--- config.mk ---
export PLATFORM = sky130hd
export DESIGN_NAME = fetch_unit
export DESIGN_NICKNAME = d
export VERILOG_FILES = /design/src/rtl/core_pkg.sv /design/src/rtl/fetch_fifo.sv /design/src/rtl/fetch_unit.sv
export SDC_FILE = /design/constraint.sdc
export NUM_CORES = 1
export LEC_CHECK = 0
export CAP_MARGIN = 20
export CORE_UTILIZATION = 44
export DETAILED_ROUTE_END_ITERATION = 8
export PLACE_DENSITY = 0.66
export SLEW_MARGIN = 10
export SYNTH_ARGS = -nofsm -noshare
export SYNTH_HDL_FRONTEND = slang
export SYNTH_SLANG_ARGS = --single-unit
--- constraint.sdc ---
create_clock -name clk -period 6.18 [get_ports clk]
set_clock_uncertainty 0.2 [all_clocks]
set_input_delay 1.236 -clock clk [delete_from_list [all_inputs] [get_ports clk]]
set_output_delay 1.236 -clock clk [all_outputs]
set_load 0.02 [all_outputs]
--- src/rtl/core_pkg.sv ---
// Shared fetch-path types: widths, reset PC, queue entry and a pointer-width helper.
package core_pkg;
  localparam int XLEN = 32;
  localparam int ILEN = 32;
  localparam logic [XLEN-1:0] RESET_PC = '0;

  typedef struct packed {
    logic [XLEN-1:0] pc;
    logic [ILEN-1:0] instr;
  } fetch_entry_t;

  function automatic int clog2(input int v);
    int r;
    r = 0;
    for (int i = 0; (1 << i) < v; i++) r = i + 1;
    return (r < 1) ? 1 : r;
  endfunction
endpackage

--- src/rtl/fetch_fifo.sv ---
// Instruction queue of {pc, instr} entries; flush wins over push, read/write pointers carry a wrap MSB.
module fetch_fifo
  import core_pkg::*;
#(
  parameter int DEPTH = 4
) (
  input  logic                    clk,
  input  logic                    rst_n,
  input  logic                    push,
  input  logic                    pop,
  input  logic                    flush,
  input  fetch_entry_t            wr_entry,
  output fetch_entry_t            head,
  output logic [clog2(DEPTH):0]   count,
  output logic                    full,
  output logic                    empty
);
  localparam int AW = clog2(DEPTH);

  fetch_entry_t    mem [DEPTH];
  logic [AW:0]     wptr, rptr;
  logic            do_push, do_pop;

  assign count   = wptr - rptr;
  assign empty   = (wptr == rptr);
  assign full    = (wptr[AW] != rptr[AW]) && (wptr[AW-1:0] == rptr[AW-1:0]);
  assign do_pop  = pop && !empty;
  assign do_push = push && (!full || do_pop);
  // Idle head reads as zero so decode never sees a stale entry.
  assign head    = empty ? '0 : mem[rptr[AW-1:0]];

  always_ff @(posedge clk or negedge rst_n) begin
    if (!rst_n) begin
      wptr <= '0;
      rptr <= '0;
    end else if (flush) begin
      wptr <= '0;
      rptr <= '0;
    end else begin
      if (do_push) wptr <= wptr + 1'b1;
      if (do_pop)  rptr <= rptr + 1'b1;
    end
  end

  always_ff @(posedge clk) begin
    if (do_push && !flush) mem[wptr[AW-1:0]] <= wr_entry;
  end
endmodule

--- src/rtl/fetch_unit.sv ---
// Fetch front end: in-order imem requests under a queue-credit limit, redirect flush with stale-response drop.
// Optional FETCH_MISALIGN_TRAP_EN: misaligned redirect raises fetch_fault and halts fetch until an aligned redirect.
module fetch_unit
  import core_pkg::*;
#(
  parameter int              XLEN            = core_pkg::XLEN,
  parameter int              FIFO_DEPTH      = 4,
  parameter int              MAX_OUTSTANDING = 2,
  parameter logic [XLEN-1:0] RESET_PC        = core_pkg::RESET_PC
) (
  input  logic            clk,
  input  logic            rst_n,
  output logic            imem_req_valid,
  input  logic            imem_req_ready,
  output logic [XLEN-1:0] imem_req_addr,
  input  logic            imem_rsp_valid,
  input  logic [31:0]     imem_rsp_data,
  output logic            instr_valid,
  input  logic            instr_ready,
  output logic [31:0]     instr_data,
  output logic [XLEN-1:0] instr_pc,
  input  logic            redirect_valid,
  input  logic [XLEN-1:0] redirect_pc
`ifdef FETCH_MISALIGN_TRAP_EN
  ,
  output logic            fetch_fault
`endif
);
  localparam int OW = clog2(MAX_OUTSTANDING + 1);
  localparam int FW = clog2(FIFO_DEPTH) + 1;
  localparam int CW = clog2(FIFO_DEPTH + MAX_OUTSTANDING + 1);

  logic [XLEN-1:0] fetch_pc, rsp_pc, target;
  logic [OW-1:0]   outstanding, outstanding_nxt, drop;
  logic [FW-1:0]   count;
  logic [CW-1:0]   credit;
  logic            req_fire, rsp_live, push, pop, empty, full, fault;
  fetch_entry_t    head, wr_entry;

`ifdef FETCH_MISALIGN_TRAP_EN
  assign target = redirect_pc;

  always_ff @(posedge clk or negedge rst_n) begin
    if (!rst_n)              fault <= 1'b0;
    else if (redirect_valid) fault <= |redirect_pc[1:0];
  end
  assign fetch_fault = fault;
`else
  assign target = redirect_pc & ~XLEN'(3);
  assign fault  = 1'b0;
`endif

  // Live in-flight responses each hold a reserved queue slot.
  assign credit          = CW'(count) + CW'(outstanding) - CW'(drop);
  assign imem_req_valid  = rst_n && !redirect_valid && !fault &&
                           (outstanding < OW'(MAX_OUTSTANDING)) && (credit < CW'(FIFO_DEPTH));
  assign imem_req_addr   = fetch_pc;
  assign req_fire        = imem_req_valid && imem_req_ready;
  assign outstanding_nxt = outstanding + OW'(req_fire) - OW'(imem_rsp_valid);
  assign rsp_live        = imem_rsp_valid && (drop == '0);
  assign push            = rsp_live && !redirect_valid;
  assign pop             = instr_valid && instr_ready;

  assign wr_entry.pc    = rsp_pc;
  assign wr_entry.instr = imem_rsp_data;
  assign instr_valid    = !empty && !fault;
  assign instr_data     = head.instr;
  assign instr_pc       = head.pc;

  always_ff @(posedge clk or negedge rst_n) begin
    if (!rst_n) begin
      fetch_pc    <= RESET_PC;
      rsp_pc      <= RESET_PC;
      outstanding <= '0;
      drop        <= '0;
    end else begin
      outstanding <= outstanding_nxt;
      if (redirect_valid) begin
        // Everything still in flight after this edge belongs to the old path.
        fetch_pc <= target;
        rsp_pc   <= target;
        drop     <= outstanding_nxt;
      end else begin
        if (req_fire)                          fetch_pc <= fetch_pc + XLEN'(4);
        if (imem_rsp_valid && (drop != '0))    drop     <= drop - 1'b1;
        if (push)                              rsp_pc   <= rsp_pc + XLEN'(4);
      end
    end
  end

  fetch_fifo #(.DEPTH(FIFO_DEPTH)) u_fifo (
    .clk      (clk),
    .rst_n    (rst_n),
    .push     (push),
    .pop      (pop),
    .flush    (redirect_valid),
    .wr_entry (wr_entry),
    .head     (head),
    .count    (count),
    .full     (full),
    .empty    (empty)
  );

  a_no_overflow: assert property (@(posedge clk) disable iff (!rst_n) !(push && full && !pop));
endmodule

==> results.md <==
* TritonCTS clock tree: yes
* Reg area at 9210 µm²
* Max-slew headroom at slightly below 30%
* Placed cells at 1377
* Count of input and output buffers at about 160
* DP HPWL at 16.6 mm
* Cells after synthesis at around 860
* GRT Resource Usage Total at 18.5%
* RR Startpoint: outstanding[0]$_DFF_PN0_
* Drt pass-1 iters at 5
* Post-Syn Area at between 10000 and 15000 µm²
* Prevailing post-synth register cell: edfxtp_1
* DR DRC count at 0
* Max Cap Viol at 0
* LEAKAGE at between 5 and 6 nW
* Layout Nets at 1108
* Period utilisation layout at 86.8%
* CTS Hold Buffers Added at 0
* Diode count at 0
* Initial antenna violation count at 0
* Critical Path End Type: primary output
* Detail Route Antenna Nets at 0
* Slew Limit Fails at 0
* RSZ-0062 raised after global routing: false
* Hold_ws at 0.371 ns
* CTS clk-pin slew, worst paths at 0.06 ns
* Final setup viols at 0
* Reg-to-Reg End: drop[1]$_DFFE_PN0P_
* Clock buffer count from CTS at 34
* Root Driver: clkbuf_16
* Post-Layout Cell Count at 1439
* CP Class: reg -> out
* Setup slack, reg-to-reg at 1.80 ns
* P&R area growth vs syn at 23.1%
* Setup TNS at 0 ns
* End-of-flow core utilization at 55.7%
* Finished Cell Area at 16700 µm²
* Post-synth EDFFs at approximately 250
* Synth top area share at 54.9%
* I/O pin cnt at 168
* Design Power at between 6 and 7 mW
* Hold Violations, Final at 0
* Multi-input logic area at 4100 µm²
* Most frequent cell after synthesis: edfxtp_1
* Worst hold path type: reg -> reg
* DR vias at 7799
* Fmax achieved at 0.187 GHz
* Vias in the first global route at 7951
* Core box area at 30000 µm²
* WL final at 28.2 mm
* First-pass GRT wire length at 44.5 mm
* DR vias/cell at roughly 5.4
* Worst setup endpoint: imem_req_valid
* # rows at 63
* Placed Area at 15600 µm²
* Chip Width at roughly 180 µm
* Mean post-synth cell area at between 15 and 20 µm²
* Cell variety after synth at 54
* Chip height at 178 µm
* Worst-Skew Late Latency at about 0.5 ns
* Largest net degree at the start of global routing at 66
* Sequential area share after synthesis at 67.9%
* Power density of the placed cells at 402 nW/µm²
* CP Max Fanout at 7
* Cells taking the most area after synthesis: edfxtp_1, dfrtp_1, mux4_2, and2_1, xnor2_1
* Max Root-Sink Buffers at 3
* Cells on worst reg2reg path at 16
* Post-synth ARST share at 22.0%
* Clock sink count at 318
* Worst vdd ir at 0.000214 V
* Setup bufs post-CTS at 0
* Critical Path RT at 4.74 ns
* Arrival time worst endpoint at 3.93 ns
* Top cells by count, synth: edfxtp_1, and2_1, dfrtp_1
* Final WS setup at 0.819 ns
* DRT iter0 DRCs at 527
* RD Place Congestion at 0.810
* Initial Utilization at 45.3%
* Worst-Margin Slew at 1.06 ns
* Post-Place Worst Slack at between 1 and 1.5 ns
* Congestion Overflow GR at 0
* Die area at 31500 µm²
* H-tree depth at 2
* Post-CTS Resized at 0
* WL per Instance at 19.6 µm
* Crit path launch: outstanding[0]$_DFF_PN0_
* Yosys reg bits at 318
* Layout cell share with drive strength beyond 1 at 13.9%
* Fill count at 2430
* Fin crit period at 5.36 ns
* Status: finished clean
* YS warnings at 0
* CP startpoint kind: flip-flop
* Yosys top cell by area: edfxtp_1
-- power breakdown --
part | switching (mW) | internal (mW)
Combinational | 1.09 | 1.02
Sequential | 0.117 | 2.47
Clock | 0.789 | 1.22
Total | 1.99 | 4.71
-- layer usage --
layer,track usage (%),share of wire [%]
met1,26.2,46
met2,29.2,46
met3,3.62,5.9
met4,4.95,1.8
met5,0,0
-- placed cells by master (no fill, tap or decap), drive strengths merged, types with 12 or more instances in the layout --
cell type / count
xnor2: 36
nand2: 54
clkdlybuf4s50: 159
clkbuf: 49
inv: 31
dfrtp: 70
o31a: 13
nor3: 14
a21oi: 16
edfxtp: 248
nand3: 24
nor2: 21
nand4: 18
mux4: 62
and2: 70
o21ai: 31
ha: 12
nor4: 17
-- area by class of cell --
type | instances | area share (%)
Multi-Input combinational cell | 470 | 24.6
Tap cell | 390 | 2.92
Clock inverter | 13 | 0.675
Clock buffer | 49 | 6.06
Inverter | 31 | 0.697
Sequential cell | 318 | 55.2
Timing Repair Buffer | 168 | 9.91
-- worst min path at each step --
| stage | startpoint | to | slack, ns | cells after the start |
|---|---|---|---|---|
| 2_1_floorplan | outstanding[1]$_DFF_PN0_ | outstanding[1]$_DFF_PN0_ | 0.29 | 1 |
| 3_3_place_gp | rsp_pc[31]$_DFFE_PN0N_ | u_fifo.mem[2][63]$_DFFE_PP_ | 0.32 | 0 |
| 3_5_place_dp | rsp_pc[31]$_DFFE_PN0N_ | u_fifo.mem[2][63]$_DFFE_PP_ | 0.36 | 0 |
| 4_1_cts | imem_req_addr[31]$_DFFE_PN0P_ | imem_req_addr[31]$_DFFE_PN0P_ | 0.37 | 2 |
| 5_1_grt | imem_req_addr[31]$_DFFE_PN0P_ | imem_req_addr[31]$_DFFE_PN0P_ | 0.39 | 2 |
| 6_report | imem_req_addr[31]$_DFFE_PN0P_ | imem_req_addr[31]$_DFFE_PN0P_ | 0.37 | 2 |
-- kinds of logic (layout without fill, tap and decap cells) --
logic type / after synthesis / count (layout) / synth area share, %
flops: 318 / 318 / 67.9
xor+xnor: 46 / 46 / 3.18
fa+ha+maj: 15 / 15 / 1.55
simple gates: 242 / 242 / 9.84
mux: 70 / 70 / 10.9
buf+inv: 72 / 261 / 2.15
other cells: 1 / 4 / 0.0277
compound gates: 93 / 93 / 4.45
-- state kept, by name, summed over array words and instances, names as in the netlist --
register and cells:
drop 2, imem_req_addr 30, outstanding 2, u_fifo.rptr 3, rsp_pc 30, u_fifo.mem 248, u_fifo.wptr 3
-- worst max-delay path, cell delays in order (launching register included) --
cell and delay [ns]:
dfrtp_1 0.40, fa_1 0.54, inv_1 0.05, fa_1 0.35, inv_1 0.06, ha_1 0.14, xnor3_1 0.45, xnor2_1 0.58
and2_1 0.24, clkdlybuf4s50_1 0.61
(Power assumes the default switching activity.)
